## src/rtl/aie_pkg.sv

```systemverilog
`default_nettype none
// ============================================================================
// Module      : aie_pkg
// Description : Shared header-field positions, switch state encoding and
//               round-robin side encoding for the ring tile router.
// Revision    : 1.0  initial release
// ============================================================================
package aie_pkg;

  // Header flit layout: [7:6] destination rank, [5:3] payload length,
  // [2:0] reserved (carried through untouched).
  localparam int DEST_MSB = 7;
  localparam int DEST_LSB = 6;
  localparam int LEN_MSB  = 5;
  localparam int LEN_LSB  = 3;

  // Router packet state.
  typedef enum logic [1:0] {
    IDLE  = 2'd0,  // waiting for a header from ring or PE
    FWD   = 2'd1,  // ring payload passing to the downstream FIFO
    EJECT = 2'd2,  // ring payload delivered to the local PE
    INJ   = 2'd3   // PE payload pushed into the ring
  } sw_state_t;

  // Which side won the most recent header arbitration.
  typedef enum logic {
    RR_RING = 1'b0,
    RR_PE   = 1'b1
  } rr_t;

  // Destination rank carried in a header flit.
  function automatic logic [1:0] hdr_dest(input logic [7:0] hdr);
    return hdr[DEST_MSB:DEST_LSB];
  endfunction

  // Number of payload flits following a header flit.
  function automatic logic [2:0] hdr_len(input logic [7:0] hdr);
    return hdr[LEN_MSB:LEN_LSB];
  endfunction

endpackage
`default_nettype wire

```

## src/rtl/ring_switch_rr_arb2.sv

```systemverilog
`default_nettype none
// ============================================================================
// Module      : rr_arb2
// Description : Two-requester round-robin arbiter (ring vs PE). When both
//               sides request, the side that did not win last is granted.
//               The pointer only moves when the caller reports that the
//               granted header actually transferred.
// Revision    : 1.0  initial release
// ============================================================================
module rr_arb2
  import aie_pkg::*;
(
  input  logic clk,
  input  logic reset,
  input  logic req_ring,
  input  logic req_pe,
  input  logic update,
  output logic grant_ring,
  output logic grant_pe
);

  rr_t rr;

  // Grant the lone requester, or the side opposite the last winner on a tie.
  always_comb begin
    grant_ring = req_ring && (!req_pe || (rr == RR_PE));
    grant_pe   = req_pe   && (!req_ring || (rr == RR_RING));
  end

  // Remember the winner only once its header has really moved.
  always_ff @(posedge clk or posedge reset) begin
    if (reset) begin
      rr <= RR_RING;
    end else if (update) begin
      rr <= grant_pe ? RR_PE : RR_RING;
    end
  end

endmodule
`default_nettype wire

```

## src/rtl/ring_switch.sv

```systemverilog
`default_nettype none
// ============================================================================
// Module      : ring_switch
// Description : Per-tile router between the ring of synchronous FIFOs and the
//               local compute tile. Pops flits from the upstream FIFO and
//               either ejects them to the PE or forwards them downstream, and
//               injects PE packets into the ring. Ring/PE arbitration happens
//               only at packet boundaries; the datapath has no added latency.
// Revision    : 1.0  initial release
// ============================================================================
module ring_switch
  import aie_pkg::*;
#(
  parameter int RANK   = 0,
  parameter int DATA_W = 8
) (
  input  logic              clk,
  input  logic              reset,
  // upstream ring FIFO (first-word-fall-through)
  input  logic [DATA_W-1:0] ring_rd_data,
  input  logic              ring_rd_empty,
  output logic              ring_rd_en,
  // downstream ring FIFO
  output logic [DATA_W-1:0] ring_wr_data,
  input  logic              ring_wr_full,
  output logic              ring_wr_en,
  // ejection towards the PE
  output logic [DATA_W-1:0] pe_out_data,
  output logic              pe_out_valid,
  input  logic              pe_out_ready,
  // injection from the PE
  input  logic [DATA_W-1:0] pe_in_data,
  input  logic              pe_in_valid,
  output logic              pe_in_ready,
  // ejected packet counter
  output logic [7:0]        eject_count
);

  localparam logic [1:0] MY_RANK = RANK[1:0];

  sw_state_t   state;
  logic [2:0]  rem;

  logic        grant_ring;
  logic        grant_pe;
  logic        rr_update;

  logic [2:0]  ring_len;
  logic [2:0]  pe_len;
  logic        ring_local;

  // Header fields of whatever currently sits at each input.
  always_comb begin
    ring_len   = hdr_len(ring_rd_data[7:0]);
    pe_len     = hdr_len(pe_in_data[7:0]);
    ring_local = (hdr_dest(ring_rd_data[7:0]) == MY_RANK);
  end

  // Header arbitration is only meaningful while idle.
  rr_arb2 u_arb (
    .clk        (clk),
    .reset      (reset),
    .req_ring   ((state == IDLE) && !ring_rd_empty),
    .req_pe     ((state == IDLE) && pe_in_valid),
    .update     (rr_update),
    .grant_ring (grant_ring),
    .grant_pe   (grant_pe)
  );

  // Handshakes and data steering; every enable implies a completed transfer.
  always_comb begin
    ring_rd_en   = 1'b0;
    ring_wr_en   = 1'b0;
    ring_wr_data = '0;
    pe_out_valid = 1'b0;
    pe_out_data  = '0;
    pe_in_ready  = 1'b0;

    unique case (state)
      IDLE: begin
        if (grant_ring) begin
          if (ring_local) begin
            // own header is consumed here and never shown to the PE
            ring_rd_en = 1'b1;
          end else if (!ring_wr_full) begin
            ring_rd_en   = 1'b1;
            ring_wr_en   = 1'b1;
            ring_wr_data = ring_rd_data;
          end
        end else if (grant_pe && !ring_wr_full) begin
          // PE headers always go onto the ring, even if addressed to us
          pe_in_ready  = 1'b1;
          ring_wr_en   = 1'b1;
          ring_wr_data = pe_in_data;
        end
      end
      FWD: begin
        if (!ring_rd_empty && !ring_wr_full) begin
          ring_rd_en   = 1'b1;
          ring_wr_en   = 1'b1;
          ring_wr_data = ring_rd_data;
        end
      end
      EJECT: begin
        if (!ring_rd_empty) begin
          pe_out_valid = 1'b1;
          pe_out_data  = ring_rd_data;
          ring_rd_en   = pe_out_ready;
        end
      end
      INJ: begin
        if (pe_in_valid && !ring_wr_full) begin
          pe_in_ready  = 1'b1;
          ring_wr_en   = 1'b1;
          ring_wr_data = pe_in_data;
        end
      end
      default: begin
        ring_rd_en = 1'b0;
      end
    endcase

    // Nothing may move while the tile is held in reset.
    if (reset) begin
      ring_rd_en   = 1'b0;
      ring_wr_en   = 1'b0;
      ring_wr_data = '0;
      pe_out_valid = 1'b0;
      pe_out_data  = '0;
      pe_in_ready  = 1'b0;
    end
  end

  // The arbiter pointer moves only when a granted header transfers.
  always_comb begin
    rr_update = (state == IDLE) && (ring_rd_en || pe_in_ready);
  end

  // Packet state machine: tracks payload flits remaining and counts ejections.
  always_ff @(posedge clk or posedge reset) begin
    if (reset) begin
      state       <= IDLE;
      rem         <= 3'd0;
      eject_count <= 8'd0;
    end else begin
      unique case (state)
        IDLE: begin
          if (ring_rd_en) begin
            rem <= ring_len;
            if (ring_local) begin
              if (ring_len != 3'd0) begin
                state <= EJECT;
              end else begin
                // header-only packet to us is complete on arrival
                eject_count <= eject_count + 8'd1;
              end
            end else if (ring_len != 3'd0) begin
              state <= FWD;
            end
          end else if (pe_in_ready) begin
            rem <= pe_len;
            if (pe_len != 3'd0) begin
              state <= INJ;
            end
          end
        end
        FWD: begin
          if (ring_rd_en) begin
            rem <= rem - 3'd1;
            if (rem == 3'd1) begin
              state <= IDLE;
            end
          end
        end
        EJECT: begin
          if (ring_rd_en) begin
            rem <= rem - 3'd1;
            if (rem == 3'd1) begin
              state       <= IDLE;
              eject_count <= eject_count + 8'd1;
            end
          end
        end
        INJ: begin
          if (pe_in_ready) begin
            rem <= rem - 3'd1;
            if (rem == 3'd1) begin
              state <= IDLE;
            end
          end
        end
        default: begin
          state <= IDLE;
        end
      endcase
    end
  end

endmodule
`default_nettype wire

```

## config.mk

```make
export PLATFORM = sky130hd
export DESIGN_NAME = ring_switch
export DESIGN_NICKNAME = d
export VERILOG_FILES = /design/src/rtl/aie_pkg.sv /design/src/rtl/ring_switch_rr_arb2.sv /design/src/rtl/ring_switch.sv
export SDC_FILE = /design/constraint.sdc
export NUM_CORES = 1
export LEC_CHECK = 0
export ABC_AREA = 1
export ABC_CLOCK_PERIOD_IN_PS = 6150
export BUFFER_PORTS_ARGS = -buffer_cell sky130_fd_sc_hd__buf_2
export CAP_MARGIN = 20
export CORE_ASPECT_RATIO = 1.25
export CORE_UTILIZATION = 55
export CTS_BUF_LIST = sky130_fd_sc_hd__clkbuf_8
export DETAILED_ROUTE_END_ITERATION = 6
export HOLD_SLACK_MARGIN = 0.15
export PLACE_DENSITY = 0.91
export REMOVE_ABC_BUFFERS = 1
export SYNTH_ARGS = -nofsm -noshare
export SYNTH_HDL_FRONTEND = slang
export SYNTH_HIERARCHICAL = 1
export SYNTH_SLANG_ARGS = --single-unit
```

## constraint.sdc

```tcl
create_clock -name clk -period 6.15 [get_ports clk]
set_input_delay 0 -clock clk [delete_from_list [all_inputs] [get_ports clk]]
set_output_delay 0 -clock clk [all_outputs]
set_load 0.01 [all_outputs]
```

# ---- Yosys cells after proc, flatten, opt, wreduce, memory -nomap -nowiden
# Cells that the tools add are included.
dict set report classes {
  addsub 2
  n_mul 0
  div 0
  order_cmp 0
  eq_ne 14
  shift 0
  mux 52
  n_bitwise 1
  reduce_logical 24
}
# operator n
set ops {}
lappend ops {{two-way mux 8 bit} 15}
lappend ops {{case mux 8 bit (3 select lines)} 1}
lappend ops {{two-way mux 2 bit} 9}
lappend ops {{two-way mux 1 bit} 17}
lappend ops {{case mux 8 bit (2 select lines)} 1}
lappend ops {{two-way mux 3 bit} 4}
lappend ops {{inequality test 2 bit, second input constant} 6}
lappend ops {{case mux 3 bit (3 select lines)} 1}
lappend ops {{adder 8 x 1 -> 8 bit, second input constant} 1}
lappend ops {{logical AND 1 bit} 8}
lappend ops {{inequality test 3 x 2 -> 1 bit, second input constant} 2}
lappend ops {{case mux 1 bit (3 select lines)} 2}
lappend ops {{case mux 2 bit (3 select lines)} 1}
lappend ops {{AND reduction 6 bit} 1}
lappend ops {{nonzero test 3 bit} 2}
lappend ops {{AND reduction 5 bit} 1}
lappend ops {{equality test 2 bit, second input constant} 2}
lappend ops {{logical NOT 1 bit} 4}
lappend ops {{logical NOT 2 bit} 2}
lappend ops {{equality test 3 x 1 -> 1 bit, second input constant} 1}
lappend ops {{logical OR 1 bit} 3}
lappend ops {{inequality test 3 bit, second input constant} 1}
lappend ops {{AND reduction 3 bit} 1}
lappend ops {{subtractor 3 x 1 -> 3 bit, second input constant} 1}
lappend ops {{6 further kinds} 6}
dict set report totals {
  reg_bits 14
  latchBits 0
  ramBits 0
  rom_bits 0
  out_inout_bits 28
  elab_cells 97
  mem_count 0
}

# ---- Depth between registers and ports, before layout
# Gate-level depths: netlist of run 1.
dict set report logic_depth {
  ltp_word 13
  mapped_depth 15
  ltp_nobuf 14
}

# ---- Modules after synthesis
# Netlist of run 1, hierarchy kept.
# mod instances cells_per_inst area_per_inst_um2 seq_area_each_um2
set modules_own_cells {}
lappend modules_own_cells {ring_switch 1 194 1265.0 325.3}
lappend modules_own_cells {rr_arb2 1 10 66.3 25.0}

# ---- Least setup slack after synthesis of run 1
# OpenSTA, ideal clock, no wires.
dict set report synth_timing {
  kind {register -> register}
  start {register state[0]}
  end {register eject_count[4]}
  setup_ns 0.123
  t_arrival_ns 2.045
  required_ns 6.027
  setup_slack_ns 3.982
  path_stages_with_launch 14
  path_buffers 1
  period_less_slack_ns 2.168
  cell_sequence {dfrtp_1 -> inv_1 -> ha_1 -> clkbuf_1 -> nand2_1 -> inv_1 -> a21boi_1 -> nand2_1 -> o21bai_4 -> nand2_4 -> nand2_4 -> nor2_8 -> nand3_1 -> xor2_1}
}
dict set report synth_between {
  elab_chain_len 10
}
# item line_no
set synth_lines {}
lappend synth_lines {{start, declared} ring_switch.sv:41} ;# sw_state_t state;
lappend synth_lines {{start signal, assigned} ring_switch.sv:142} ;# state <= IDLE;
lappend synth_lines {{start signal, assigned} ring_switch.sv:152} ;# state <= EJECT;
lappend synth_lines {{start signal, assigned} ring_switch.sv:158} ;# state <= FWD;
lappend synth_lines {{logical NOT 2 bit (*)} {ring_switch.sv:63, ring_switch.sv:64}}
lappend synth_lines {{logical AND 1 bit} ring_switch.sv:64} ;# .req_pe ((state == IDLE) && pe_in_valid),
lappend synth_lines {{logical NOT 1 bit} ring_switch_rr_arb2.sv:26} ;# grant_ring = req_ring && (!req_pe || (rr == RR_PE));
lappend synth_lines {{logical OR 1 bit} ring_switch_rr_arb2.sv:26}
lappend synth_lines {{logical AND 1 bit (*)} ring_switch_rr_arb2.sv:26}
lappend synth_lines {{named net grant_ring} ring_switch.sv:44} ;# logic grant_ring;
lappend synth_lines {{two-way mux 1 bit (*)} ring_switch.sv:81} ;# if (grant_ring) begin
lappend synth_lines {{case mux 1 bit (3 select lines) (*)} ring_switch.sv:79} ;# unique case (state)
lappend synth_lines {{two-way mux 1 bit (*)} ring_switch.sv:124} ;# if (reset) begin
lappend synth_lines {{inequality test 2 bit (no line)} -}
lappend synth_lines {{AND reduction 6 bit (no line) (*)} -}
lappend synth_lines {{end signal, assigned} ring_switch.sv:155} ;# eject_count <= eject_count + 8'd1;
lappend synth_lines {{end signal, assigned} ring_switch.sv:180} ;# eject_count <= eject_count + 8'd1;
lappend synth_lines {{end, declared} ring_switch.sv:36} ;# output logic [7:0] eject_count
# Mark *: on every way through the listed nets, which the timed path passes. The rest lies on a longest branch.
# A chain may end at the register's enable or synchronous reset.

# ---- Final worst setup path of run 1
dict set report layout_timing {
  start {register state[0]}
  end {output ring_wr_data[4]}
}
# item line_no
set layout_lines {}
lappend layout_lines {{logical NOT 2 bit (*)} {ring_switch.sv:63, ring_switch.sv:64}}
lappend layout_lines {{logical AND 1 bit} ring_switch.sv:64}
lappend layout_lines {{logical NOT 1 bit} ring_switch_rr_arb2.sv:26}
lappend layout_lines {{logical OR 1 bit} ring_switch_rr_arb2.sv:26}
lappend layout_lines {{logical AND 1 bit (*)} ring_switch_rr_arb2.sv:26}
lappend layout_lines {{named net grant_ring} ring_switch.sv:44}
lappend layout_lines {{two-way mux 8 bit (*)} ring_switch.sv:81}
lappend layout_lines {{case mux 8 bit (3 select lines) (*)} ring_switch.sv:79}
lappend layout_lines {{two-way mux 8 bit (*)} ring_switch.sv:124}
lappend layout_lines {{end, declared} ring_switch.sv:24} ;# output logic [DATA_W-1:0] ring_wr_data,
# Marked as above.

==> results.yml, run 1 <==
run_status:
  status: "completed"
sta:
  final.min_clock_period_ns: 2.82
  final.setup_skew_ns: 0.00179
  final-hold-violation-count: 0
  post-route-period-util_pct: 45.8
  setup_viol: 0
  relSlewSlack_pct: 63.2
  rsz0062_at_grt: "no"
  setup_tns_ns: 0
  max_freq_mhz: 355
  worstMarginPinSlew_ns: 0.549
  finalMaxSlewViolations: 0
pwr:
  vdd_ir_drop_max_uv: 267
  power_density_mw_per_mm2: 346
  cellLeakagePower_uw: 0.00101
  finalPower_uw: 583
place:
  gp_congestion: 0.844
  io_buffers: 49
  place_area_mm2: 0.00161
  dp_hpwl_mm: 2.48
  dp_cells: 282
setup_path:
  r2r-end: "eject_count[4]"
  crit_start: "state[0]"
  cpPeakStageDelay_ns: 0.44
  crit_path_top_delay_cell: "ha_1"
  cp_max_fo: 15
  cp_common_cell: "inv_1"
  ff2ff_setup_slack_ns: 3.55
  worstSetupStartpointType: "flop"
  worstSetupPathType: "flop to output port"
  regToRegStartpoint: "state[0]"
  cp-end-kind: "output port"
  arrival_ns: 2.82
  cp.depth: 12
  crit_path_end: "ring_wr_data[4]"
  cp_top_family: "compound AO/OA/AOI/OAI gates"
  r2r_cells: 12
  worstPathRequired_ns: 6.15
  critPathBufInv: 4
  cp_cell_sequence: "inv_1 -> ha_1 -> inv_1 -> nor2_1 -> a21boi_1 -> nand2_1 -> o21ai_1 -> nand2_1 -> o22ai_1 -> inv_1 -> nor2_1 -> buf_2"
drt:
  post_drt_wl_per_cell_um: 10.7
  avgViaCountPerCell: 4.96
  dr.first_iter.drc_count: 21
  dr_total_vias: 1428
  drcViolationCount: 0
  routed_wl_mm: 3.09
  drt_pass1_iterations: 4
  ant_nets: 0
floorplan:
  core-area_mm2: 0.00223
  die-area_mm2: 0.00262
  io_pins: 50
  fp.dieH_um: 57.0
  start_util_pct: 59.6
  die_width_um: 46.0
  num_rows: 19
global_route:
  grt-ovfl-total: 0
  antenna_found_initial: 0
  grt_pass1_vias: 1275
  grt_usage_pct: 26.0
  grt_max_degree: 16
  grt_pass1_wl_mm: 5.10
clock_tree:
  cts_buffer_depth: 2
  cts-root-buf: "clkbuf_8"
  cts_tree: "done"
  htree_levels: 1
  clkLatencyLatePin_ns: 0.25
  numCtsBuffers: 3
  cts_setup_buffers: 0
  clkSlewWorstSetupHoldPaths_ns: 0.06
  cts_num_sinks: 14
  cts_hold_buf: 2
  cts_resized: 0
job:
  drv_cap: 0
synthesis:
  synth.avg_cell_area_um2: 6.53
  ys_ff_latch: 14
  netlist_instances: 204
  synth_seq_area_share_pct: 26.3
  yosysWarnings: 6
  yosysUniqueCellTypes: 26
  syn_area_mm2: 0.00133
final_layout:
  final_nets: 289
  drive_gt1_share_pct: 24.9
  final_core_utilization_pct: 75.3
  syn_to_final_growth_pct: 26.4
  stdcell_count: 288
  fill_cells: 207
  diodes: 0
  design_area_mm2: 0.00168
  layout_common_cells: "49 x nand2_1, 49 x buf_2, 42 x inv_1"
worst_hold_path:
  min-delay-path-class: "input port to flop"
## through the flow
step | hold WS (ns) | worst slack (ns)
floorplan | -0.271 | 3.86
global placement | -0.126 | 3.68
detailed placement | -0.121 | 3.55
CTS | 0.155 | 3.33
global route | 0.187 | 2.97
finish | 0.166 | 3.33
## registers in the layout, indices dropped and copies added, names as in the netlist
| register | cells |
|---|---|
| eject_count | 8 |
| rem | 3 |
| state | 2 |
| u_arb/rr | 1 |
## tightest hold or removal path: cells and delay by family
kind / cells / cell delay [ns]
buf+inv: 1 / 0.11
simple gates: 4 / 0.27
## cell usage after synthesis
cell	number	area [µm²]
a21boi_1	1	7.51
a21oi_1	12	60.1
and2_1	1	6.26
clkbuf_1	2	7.51
dfrtp_1	14	350
ha_1	9	113
inv_1	42	158
inv_2	2	7.51
nand2_1	49	184
nand2_2	1	6.26
nand2_4	2	22.5
nand3_1	25	125
nand3_2	1	10.0
nand4_1	3	18.8
nand4_2	1	12.5
nor2_1	15	56.3
nor2_4	1	11.3
nor2_8	1	20.0
nor3_1	3	15.0
o21ai_0	5	25.0
o21ai_1	2	10.0
o21bai_4	1	18.8
o22ai_1	3	18.8
or2_2	1	6.26
xnor2_1	2	17.5
xor2_1	5	43.8
## worst min-delay path by stage
stage | from | end | slack [ns] | depth (start not counted)
floorplan | reset | u_arb/rr | -0.27 | 1
global placement | reset | u_arb/rr | -0.13 | 2
detailed placement | reset | u_arb/rr | -0.12 | 2
CTS | ring_rd_empty | u_arb/rr | 0.15 | 5
global route | reset | u_arb/rr | 0.19 | 3
finish | ring_rd_empty | u_arb/rr | 0.17 | 5
## power by group
part           total [µW]  internal [µW]  switching, µW
Combinational         341            122            218
Clock                89.0           56.7           32.3
Sequential            153            124           28.8
## kinds of logic after synthesis
logic type               share of synthesized area, %
flip-flops                                       26.3
AO/OA/AOI/OAI                                    10.5
adder cells (fa/ha/maj)                          8.46
AND/OR/NAND/NOR                                  37.1
buffers and inverters                            13.0
XOR/XNOR                                         4.61
## area by class of cell
type / count / area (µm²) / area share [%]
Multi-Input combinational cell: 144 / 808 / 48.0
Sequential cell: 14 / 350 / 20.8
Timing Repair Buffer: 51 / 265 / 15.8
Clock buffer: 4 / 55.1 / 3.27
Inverter: 44 / 165 / 9.81
Tap cell: 31 / 38.8 / 2.30
## per-layer routing
| layer | GRT usage [%] | part of all wire, % |
|---|---|---|
| met1 | 28.7 | 40 |
| met2 | 48.3 | 51 |
| met3 | 2.53 | 6.7 |
| met4 | 9.66 | 1.5 |
| met5 | 0 | 0 |
Note: power is estimated with default switching activity, not from simulation.
==> run 2: changes to the inputs <==
--- a/config.mk
+++ b/config.mk
@@ -5,16 +5,16 @@
 export SDC_FILE = /design/constraint.sdc
 export NUM_CORES = 1
 export LEC_CHECK = 0
-export ABC_AREA = 1
-export ABC_CLOCK_PERIOD_IN_PS = 6150
+export ABC_AREA = 0
+export ABC_CLOCK_PERIOD_IN_PS = 2500
 export BUFFER_PORTS_ARGS = -buffer_cell sky130_fd_sc_hd__buf_2
 export CAP_MARGIN = 20
 export CORE_ASPECT_RATIO = 1.25
-export CORE_UTILIZATION = 55
+export CORE_UTILIZATION = 47
 export CTS_BUF_LIST = sky130_fd_sc_hd__clkbuf_8
 export DETAILED_ROUTE_END_ITERATION = 6
 export HOLD_SLACK_MARGIN = 0.15
-export PLACE_DENSITY = 0.91
+export PLACE_DENSITY = 0.82
 export REMOVE_ABC_BUFFERS = 1
 export SYNTH_ARGS = -nofsm -noshare
 export SYNTH_HDL_FRONTEND = slang
==> constraint.sdc (replaced) <==
create_clock -name clk -period 2.5 [get_ports clk]
set_input_delay 0 -clock clk [delete_from_list [all_inputs] [get_ports clk]]
set_output_delay 0 -clock clk [all_outputs]
set_load 0.01 [all_outputs]
==> run 2 against run 1 <==
  * Core utilization fell by 6.6 points
  * Clock power rose by 150%
  * Sequential share of layout area fell by 2.5 points
  * Wire length rose by 30%
  * Register-to-register slack got worse by 3.4 ns
  * Clock skew rose by 0.0024 ns
  * Worst hold slack got worse by 0.0041 ns
  * Clock-buffer cell count did not move
  * Non-clock buffer count rose by 17
  * Critical path type is now flop to flop
  * Critical endpoint is now state[1]
  * Largest cell class unchanged
  * Largest power group unchanged
==> results.yml, run 2 <==
global_route:
  grt_usage_pct: 26.5
  antenna_found_initial: 0
  grt_max_degree: 14
  grt_pass1_wl_mm: 6.51
  grt-ovfl-total: 0
  grt_pass1_vias: 1508
drt:
  ant_nets: 0
  dr.first_iter.drc_count: 50
  drcViolationCount: 0
  avgViaCountPerCell: 5.61
  drt_pass1_iterations: 5
  routed_wl_mm: 4.02
  post_drt_wl_per_cell_um: 14.8
  dr_total_vias: 1521
synthesis:
  ys_async_sr_fraction_pct: 100
  synth_common_cells: "24 x nor2_1, 14 x dfrtp_1, 12 x inv_1"
  yosysUniqueCellTypes: 52
  synth.avg_cell_area_um2: 8.37
  syn_area_mm2: 0.00142
  synth_xor_area_share_pct: 4.31
  synth_seq_area_share_pct: 24.6
  synth_adder_area_share_pct: 7.92
  synth_ff_type: "dfrtp_1"
  netlist_instances: 170
  synth_top_area_share_pct: 24.6
  synth-simple-area-share_pct: 29.6
  synth_edf_count: 0
  synth_area_leader_cell: "dfrtp_1"
  synth-compound-area-share_pct: 23.7
  synth_mux_area_share_pct: 4.66
  synthTopCellsByArea: "dfrtp_1 25%, ha_1 7.9%, nor2_1 6.3%"
  ys_ff_latch: 14
  yosysWarnings: 6
  synth.most_common_cell: "nor2_1"
  synth_top_family_by_area: "simple AND/OR/NAND/NOR gates"
pwr:
  vdd_ir_drop_max_uv: 598
  pwr-share-seq_pct: 19.8
  cellLeakagePower_uw: 0.000980
  comb_power_share_pct: 67.8
  p_int_uw: 965
  clock_power_share_pct: 12.4
  switchingPower_uw: 818
  power_density_mw_per_mm2: 932
  p_sw_share_pct: 45.9
final_layout:
  final_common_cell: "buf_2"
  fill_cells: 232
  regArea_um2: 350
  final_nets: 269
  layout_common_cells: "49 x buf_2, 24 x nor2_1, 16 x buf_4"
  largestRegisters: "eject_count (8), rem (3), state (2)"
  largest_reg_flops: 8
  drive_gt1_share_pct: 36.3
  multiInputGateArea_mm2: 0.00102
  top_register: "eject_count"
  syn_to_final_growth_pct: 34.5
  diodes: 0
setup_path:
  worstSetupStartpointType: "flop"
  critPathBufInv: 3
  ff2ff_setup_slack_ns: 0.13
  cp_max_fo: 6
  arrival_ns: 2.54
  worstSetupPathType: "flop to flop"
  cp-end-kind: "flop"
  r2r-end: "state[1]"
  r2r_cells: 10
  regToRegStartpoint: "state[1]"
  cp_cell_sequence: "inv_1 -> ha_1 -> and2_1 -> a21boi_4 -> buf_4 -> a31o_1 -> o21ai_4 -> inv_2 -> o32a_1 -> o211ai_1"
  worstPathRequired_ns: 2.66
  crit_path_top_delay_cell: "o32a_1"
  cp_top_family: "compound AO/OA/AOI/OAI gates"
  cpPeakStageDelay_ns: 0.39
floorplan:
  core-area_mm2: 0.00279
  start_util_pct: 51.1
  fp.dieH_um: 63.5
  num_rows: 21
  die_width_um: 51.2
  die-area_mm2: 0.00325
  io_pins: 50
place:
  gp_congestion: 1.03
  dp_hpwl_mm: 3.10
  post-place-ws_ns: 0.0239
  io_buffers: 49
run_status:
  status: "completed"
clock_tree:
  numCtsBuffers: 3
  cts_num_sinks: 14
  cts_buffer_depth: 2
  clkLatencyLatePin_ns: 0.25
  cts-root-buf: "clkbuf_8"
  cts_tree: "done"
  clkSlewWorstSetupHoldPaths_ns: 0.06
  htree_levels: 1
sta:
  finalMaxSlewViolations: 0
  worstMarginPinSlew_ns: 0.489
  setup_viol: 0
  final-hold-violation-count: 0
  max_freq_mhz: 422
  relSlewSlack_pct: 67.3
  fin_ws_ns: 0.128
  post-route-period-util_pct: 94.9
  final.setup_skew_ns: 0.00422
  final.min_clock_period_ns: 2.37
  hold_ws_ns: 0.161
worst_hold_path:
  min-delay-path-class: "input port to flop"
  worstHoldEndpoint: "rem[0]"
  hold_start: "ring_rd_data[3]"
  min_path_cells: 3
job:
  drv_cap: 0
## run 2: cell types whose count changed in the layout (fill, tap and decap cells not counted), sizes merged, moves of 8 or more
cell,change
and2,+9
nand2,-44
inv,-31
nand3,-21
a22oi,+8
buf,+16
## run 2: power by group through the flow
| stage | sequential (µW) | combinational [µW] | clock, µW |
|---|---|---|---|
| CTS | 354 | 1170 | 225 |
| global placement | 352 | 1130 | 0 |
| global route | 364 | 1330 | 238 |
| finish | 353 | 1210 | 221 |
| detailed placement | 357 | 1160 | 0 |
| floorplan | 368 | 728 | 0 |
## run 2: logic make-up (layout without fill, tap and decap cells)
| kind of cell | after synthesis | after routing |
|---|---|---|
| xor gates and xnor gates | 7 | 7 |
| buffers and inverters | 18 | 85 |
| DFF | 14 | 14 |
| AOI/OAI and AO/OA | 40 | 40 |
| adders and majority gates | 9 | 9 |
| and+or+nand+nor | 76 | 76 |
| muxes | 6 | 6 |
## run 2: layout make-up
| cell class | instances | area share (%) |
|---|---|---|
| inverter | 13 | 2.55 |
| timing repair buffer | 68 | 20.7 |
| tap | 34 | 2.22 |
| multi-input combinational | 138 | 53.4 |
| sequential | 14 | 18.3 |
| clock buffer | 4 | 2.88 |
## run 2: routing by layer
layer | wire, µm | vias to the layer above | part of all wire, % | track usage, %
met3 | 252 | 13 | 6.3 | 1.45
met2 | 2050 | 81 | 51 | 47.9
met1 | 1590 | 684 | 40 | 30.8
met4 | 131 | 0 | 3.3 | 12.8
li1 | - | 743 | - | -
met5 | 0 | - | 0 | 0
## run 2: worst max-delay path by stage
stage / startpoint / to / slack [ns] / cells after the start
6_report: state[1] / state[1] / 0.13 / 10
5_1_grt: state[1] / state[1] / -0.003 / 10
4_1_cts: state[1] / u_arb/rr / 0.009 / 12
3_5_place_dp: state[1] / u_arb/rr / 0.02 / 12
3_3_place_gp: state[0] / u_arb/rr / 0.17 / 12
2_1_floorplan: state[0] / u_arb/rr / -0.64 / 12
## run 2: repair_timing
item	4_1_cts	5_1_grt
buffers inserted	0	1
endpoints found under the hold margin	15	0
hold buffers	3	0
resized for setup	0	5
endpoints found under the setup margin	0	22
## run 2: metrics by stage
step | cell area [µm²] | instances | setup TNS (ns) | power (µW) | utilization (%)
2_1_floorplan | 1400 | 165 | -7.38 | 1100 | -
3_3_place_gp | 1800 | 263 | 0 | 1490 | 64.5
3_5_place_dp | 1800 | 263 | 0 | 1510 | 64.5
4_1_cts | 1880 | 270 | 0 | 1750 | 67.6
5_1_grt | 1910 | 271 | -0.00319 | 1930 | 68.7
6_report | 1910 | 271 | 0 | 1780 | 68.7
## run 2: worst reg2reg max path: cells and delay by family (launching register included)
family          cells  cell delay, ns
buf+inv             3            0.36
compound gates      5            1.11
simple gates        1            0.21
fa+ha+maj           1            0.22
flops               1            0.38
